**src/rtl/uart_rx_fifo.sv**
```systemverilog
// Receive-side byte FIFO behind the UART receiver: first-word-fall-through read port,
// fill level, full/empty and sticky overrun. Define UART_RX_FIFO_IRQ_EN to build the level irq.
module uart_rx_fifo #(
  parameter int DEPTH     = 16,
  parameter int AW        = 4,
  parameter int IRQ_LEVEL = 8
) (
  input  logic          clk,
  input  logic          rst,
  input  logic [7:0]    wr_data,
  input  logic          wr_stb,
  output logic [7:0]    rd_data,
  output logic          rd_valid,
  input  logic          rd_ready,
  output logic [AW:0]   count,
  output logic          empty,
  output logic          full,
  output logic          overrun,
  input  logic          clr_overrun,
  output logic          irq
);

  localparam logic [AW:0] FULL_COUNT = (AW + 1)'(DEPTH);
  localparam logic [AW:0] ONE_COUNT  = (AW + 1)'(1);
  localparam logic [AW-1:0] ONE_PTR  = AW'(1);

  // Elaboration-time guard on the parameter set.
  if (DEPTH != (1 << AW) || DEPTH < 2) begin : g_bad_depth
    $error("uart_rx_fifo: DEPTH must be 2**AW and >= 2");
  end
  if (IRQ_LEVEL < 1 || IRQ_LEVEL > DEPTH) begin : g_bad_level
    $error("uart_rx_fifo: IRQ_LEVEL must be within 1..DEPTH");
  end

  logic [7:0]    mem [DEPTH];
  logic [AW-1:0] wr_ptr;
  logic [AW-1:0] rd_ptr;
  logic [AW:0]   count_q;
  logic [AW:0]   count_next;
  logic          overrun_q;
  logic          overrun_next;
  logic          push;
  logic          pop;

  // Status is decoded from the registered count only, so no input reaches these outputs.
  assign empty    = (count_q == '0);
  assign full     = (count_q == FULL_COUNT);
  assign rd_valid = !empty;
  assign count    = count_q;
  assign overrun  = overrun_q;
  assign rd_data  = empty ? 8'h00 : mem[rd_ptr];

  // A full FIFO still accepts a byte when the head leaves in the same cycle.
  assign pop  = rd_valid & rd_ready;
  assign push = wr_stb & (!full | pop);

  always_comb begin
    count_next = count_q;
    if (push && !pop) begin
      count_next = count_q + ONE_COUNT;
    end else if (pop && !push) begin
      count_next = count_q - ONE_COUNT;
    end
  end

  // A dropped byte sets the flag; setting takes priority over a simultaneous clear.
  assign overrun_next = (overrun_q & ~clr_overrun) | (wr_stb & ~push);

  always_ff @(posedge clk) begin
    // NOTE: sequential state uses non-blocking assignments so every register samples pre-edge values.
    if (rst) begin
      wr_ptr    <= '0;
      rd_ptr    <= '0;
      count_q   <= '0;
      overrun_q <= 1'b0;
    end else begin
      if (push) wr_ptr <= wr_ptr + ONE_PTR;
      if (pop)  rd_ptr <= rd_ptr + ONE_PTR;
      count_q   <= count_next;
      overrun_q <= overrun_next;
    end
  end

  // NOTE: the storage array is deliberately left out of reset; empty gating hides stale contents.
  always_ff @(posedge clk) begin
    if (push) mem[wr_ptr] <= wr_data;
  end

`ifdef UART_RX_FIFO_IRQ_EN
  localparam logic [AW:0] IRQ_COUNT = (AW + 1)'(IRQ_LEVEL);
  logic irq_q;

  always_ff @(posedge clk) begin
    if (rst) irq_q <= 1'b0;
    else     irq_q <= (count_next >= IRQ_COUNT) | overrun_next;
  end

  assign irq = irq_q;
`else
  assign irq = 1'b0;
`endif

endmodule

```
**config.mk**
```make
export PLATFORM = sky130hd
export DESIGN_NAME = uart_rx_fifo
export DESIGN_NICKNAME = d
export VERILOG_FILES = /design/src/rtl/uart_rx_fifo.sv
export SDC_FILE = /design/constraint.sdc
export NUM_CORES = 1
export LEC_CHECK = 0
export ABC_AREA = 1
export BUFFER_PORTS_ARGS = -buffer_cell sky130_fd_sc_hd__clkbuf_2
export CORE_MARGIN = 5
export CORE_UTILIZATION = 50
export CTS_BUF_LIST = sky130_fd_sc_hd__clkbuf_4 sky130_fd_sc_hd__clkbuf_8
export DETAILED_ROUTE_END_ITERATION = 6
export PLACE_DENSITY = 0.67
export SLEW_MARGIN = 20
export SYNTH_ARGS = -nofsm -noshare
export SYNTH_HDL_FRONTEND = slang
export SYNTH_SLANG_ARGS = --single-unit
```
**constraint.sdc**
```tcl
create_clock -name clk -period 3.6 [get_ports clk]
set_clock_uncertainty 0.2 [all_clocks]
set_input_delay 0.54 -clock clk [delete_from_list [all_inputs] [get_ports clk]]
set_output_delay 0.54 -clock clk [all_outputs]
set_load 0.05 [all_outputs]
```
Yosys cells after proc, flatten, opt, wreduce, memory -nomap -nowiden
Memory sizes are Yosys's and may differ from the RTL's. A register that Yosys moved wholly into a read port is not among the register bits.
Cells that the tools add are included.

operators by class
  add/sub/neg operators = 4
  equality and inequality tests = 1
  multiplexer cells = 7
  bitwise operators = 8
  reductions and logical operators = 8

operator list
  kind                                               count
  2-to-1 mux 5 bit                                   2
  adder 4 x 1 -> 4 bit (second input constant)       2
  2-to-1 mux 4 bit                                   2
  2-to-1 mux 8 bit                                   1
  adder 5 x 1 -> 5 bit (second input constant)       1
  equality test 5 bit (second input constant)        1
  zero test 5 bit                                    1
  subtractor 5 x 1 -> 5 bit (second input constant)  1
  bitwise AND 1 bit                                  4
  zero test 1 bit                                    4
  logical AND 1 bit                                  2
  2-to-1 mux 1 bit                                   2
  inverter 1 bit                                     2
  OR 1 bit                                           2
  nonzero test 2 bit                                 1

word-level totals
  register bits after elaboration = 14
  bits in writable memories = 128
  input bits = 13
  output and inout port bits = 18
  word-level logic and storage cells = 33
  memories kept = 1

memory list
  memory  words  bits a word  rd ports  clocked after Yosys merged registers in  write ports  RTL line  RTL
  mem     16     8            1         1                                        1            35        logic [7:0] mem [DEPTH];

Depth between registers and ports, before layout
  word-level depth = 9
  mapped depth = 14
  depth with buffers taken out = 14

Least setup slack after synthesis
OpenSTA, ideal clock, no wires.

  kind = register to output
  start point = register count_q[0], in the netlist count[0]
  end point = output rd_data[0]
  arrival time = 2.634 ns
  required time = 2.860 ns
  slack = 0.226 ns
  stages on the path, launching flop included = 5
  path buffers = 0
  cells stage by stage = dfxtp_1 nor2_1 nand3_2 clkinv_1 a21oi_1

on the way
  word-level cells in the longest chain between the ends = 2

ends and longest elaborated chain
  element                 RTL line  RTL
  start, declared         38        logic [AW:0] count_q;
  start signal, assigned  79        count_q <= count_next;
  zero test 5 bit         46        assign empty = (count_q == '0);
  via empty               16        output logic empty,
  2-to-1 mux 8 bit        51        assign rd_data = empty ? 8'h00 : mem[rd_ptr];
  end, declared           12        output logic [7:0] rd_data,

The timed path passes the listed nets, and every way through them passes these cells.

==> reports/results.ini <==
[yosys]
yosys_warnings=0
synth.largest_area_cell=edfxtp_1
synth_fp_nets=581
syn-cell-area_um2=6160
netlist_instances=558
synthTopCellsByArea=edfxtp_1 (62%), nand2_1 (11%), nand3_1 (8.3%), dfxtp_1 (5.9%), ha_1 (1.8%)
synth_seq_cells=146
yosysTopAreaCellShare_pct=62.4
synth_seq_area_share_pct=68.3
syn_area_per_cell_um2=11.0
synth_cell_types=26

[die]
core_area_um2=12100
dieArea_um2=14600
ioPinCount=31
start_util_pct=51.0
fp.dieH_um=121
die_w_um=121
row_count=40

[min_path]
hold_class=input pin to flop

[layout]
nets=608
n_fill_cell=1022
final_layout_size_suffix_gt1_share_pct=12.0
register_area_um2=4210
area.growth.synth_to_final_pct=10.5
multi_input_area_um2=1680
n_antenna_cell=0

[critical_path]
crit_path_end_kind=output pin
critPathMaxFanout=38
required_ns=2.86
critical_path_class=flop to output pin
startpoint_type=flop
worstPathArrival_ns=2.67

[flow_run]
cap_violations=0

[detailed_routing]
ant_nets=0
avgViaCountPerCell=5.24
wirelength_um=12800
route.detailed.drc=0
detail_route.first_pass.iterations=5
vias=4013
drt_iter0_drc=367
wl_per_cell_um=16.7

[placement]
port_buffers=29
place_congestion=0.809
dp_hpwl_um=8250

[global_route]
grt_pass1_wl_um=20800
grt_pass1_vias=3922
grt_max_degree=39
antenna_found_initial=0
grt_overflow=0
grt_usage_pct=19.1

[clock_tree]
path_clk_slew_ns=0.07
cts_buffers=17
htreeDepth=4
clockRootBuffer=clkbuf_8
cts.sinks=146
cts_tree=yes
insertion_delay_ns=0.44
clk_path_buf_depth=2

[timing]
period_share_pct=94.6
rsz0062_at_grt=false
slew_headroom_pct=34.9
holdWs_ns=0.156
drv_slew=0
fmax_mhz=294
hold_viol_final=0
setup_violations=0
fin_setup_tns_ns=0
min_period_ns=3.41
tightestPinTransition_ns=0.973

[power_and_ir_drop]
p_leak_nw=2.57
power_density_nw_per_um2=722
ir_drop_uv=530

[status]
outcome=finished clean

[final cells by class]
cell class                      count  area share [%]
Timing Repair Buffer               34            2.69
Tap cell                          168            3.09
Sequential cell                   146            61.8
Multi-Input combinational cell    366            24.7
Clock inverter                     10            2.30
Clock buffer                       22            4.27
Inverter                           20            1.16
[final timing paths]
check	from	cells past startpoint	slack, ns	end
max	flop	8	0.19	rd_data[1]
min	clr_overrun	4	0.16	overrun$_SDFF_PP0_
max reg2reg	count[0]$_SDFFE_PP0P_	12	0.95	count[3]$_SDFFE_PP0P_
min reg2reg	overrun$_SDFF_PP0_	2	0.28	overrun$_SDFF_PP0_
[stage by stage]
stage               total power, mW  std cells  area, um2  util [%]  worst slack (ns)
finish                         4.91        766       6800      56.4             0.194
global route                   5.19        766       6800      56.4           0.00461
CTS                            4.94        766       6800      56.4             0.207
detailed placement             3.56        734       6350      52.7             0.697
global placement               3.52        734       6350      52.7             0.713
floorplan                      3.23        558       6160         -             0.226
[worst max-delay path, stage by stage (launching register included)]
cell      delay [ns]
dfxtp_2         0.66
buf_4           0.46
nand2_1         0.10
nand3_1         0.10
nand3_1         0.13
nand2_1         0.09
nand2_1         0.05
a21oi_1         0.27
clkbuf_2        0.34
[repair_timing]
action,4_1_cts,5_1_grt
hold buffers,0,0
buffers inserted,0,0
setup endpoints to repair,0,8
gates resized for setup,0,1
[sequential cells by signal, indices dropped and copies added, names as in the netlist, named ones only]
| signal | count |
|---|---|
| wr_ptr | 4 |
| overrun | 1 |
| count | 5 |
| mem | 128 |
| rd_ptr | 4 |
[cells in the final DEF (no fill, tap or decap), types with 2 or more instances in the layout]
| master | synthesis | layout |
|---|---|---|
| ha_1 | 9 | 9 |
| clkinvlp_4 | 0 | 4 |
| buf_4 | 6 | 5 |
| clkinv_1 | 1 | 2 |
| inv_2 | 2 | 2 |
| bufinv_16 | 0 | 4 |
| xor2_1 | 5 | 5 |
| clkbuf_2 | 0 | 29 |
| a21oi_1 | 20 | 20 |
| nand2_1 | 186 | 186 |
| clkbuf_4 | 0 | 2 |
| dfxtp_1 | 18 | 17 |
| inv_1 | 17 | 16 |
| clkinv_2 | 0 | 2 |
| o21ai_0 | 7 | 7 |
| clkbuf_8 | 1 | 20 |
| nor2_1 | 28 | 28 |
| edfxtp_1 | 128 | 128 |
| nand3_1 | 102 | 102 |
[Yosys cell counts, drive strengths merged]
cell type / number
nand2b: 1
clkinv: 1
nand4: 1
xnor2: 1
nand2: 187
nor2: 28
inv: 19
buf: 22
or2: 1
conb: 1
xor2: 5
ha: 9
a21oi: 20
dfxtp: 18
clkbuf: 4
fa: 1
nand3: 103
edfxtp: 128
o21ai: 8
[per-layer routing]
metal / vias to the layer above / track usage [%] / routed length (um)
met2: 120 / 29.2 / 6060
met4: 0 / 8.00 / 234
met3: 18 / 4.62 / 718
li1: 1962 / - / -
met1: 1913 / 26.1 / 5790
met5: - / 0 / 0
[report_power, final]
group	leakage (nW)	internal [mW]	switching (mW)
clock network	0.219	0.821	0.575
logic	1.04	0.389	1.13
registers	1.30	1.91	0.0831
[logic make-up (layout without fill, tap and decap cells)]
| family | Yosys count | after routing | synth area share (%) |
|---|---|---|---|
| xor gates and xnor gates | 6 | 6 | 0.853 |
| AOI/OAI and AO/OA | 28 | 28 | 2.28 |
| buffers and inverters | 46 | 86 | 4.47 |
| other | 1 | 1 | 0.0609 |
| DFF | 146 | 146 | 68.3 |
| and+or+nand+nor | 321 | 321 | 21.9 |
| adders and majority gates | 10 | 10 | 2.15 |
No activity file was read; power rests on OpenSTA's default activity.
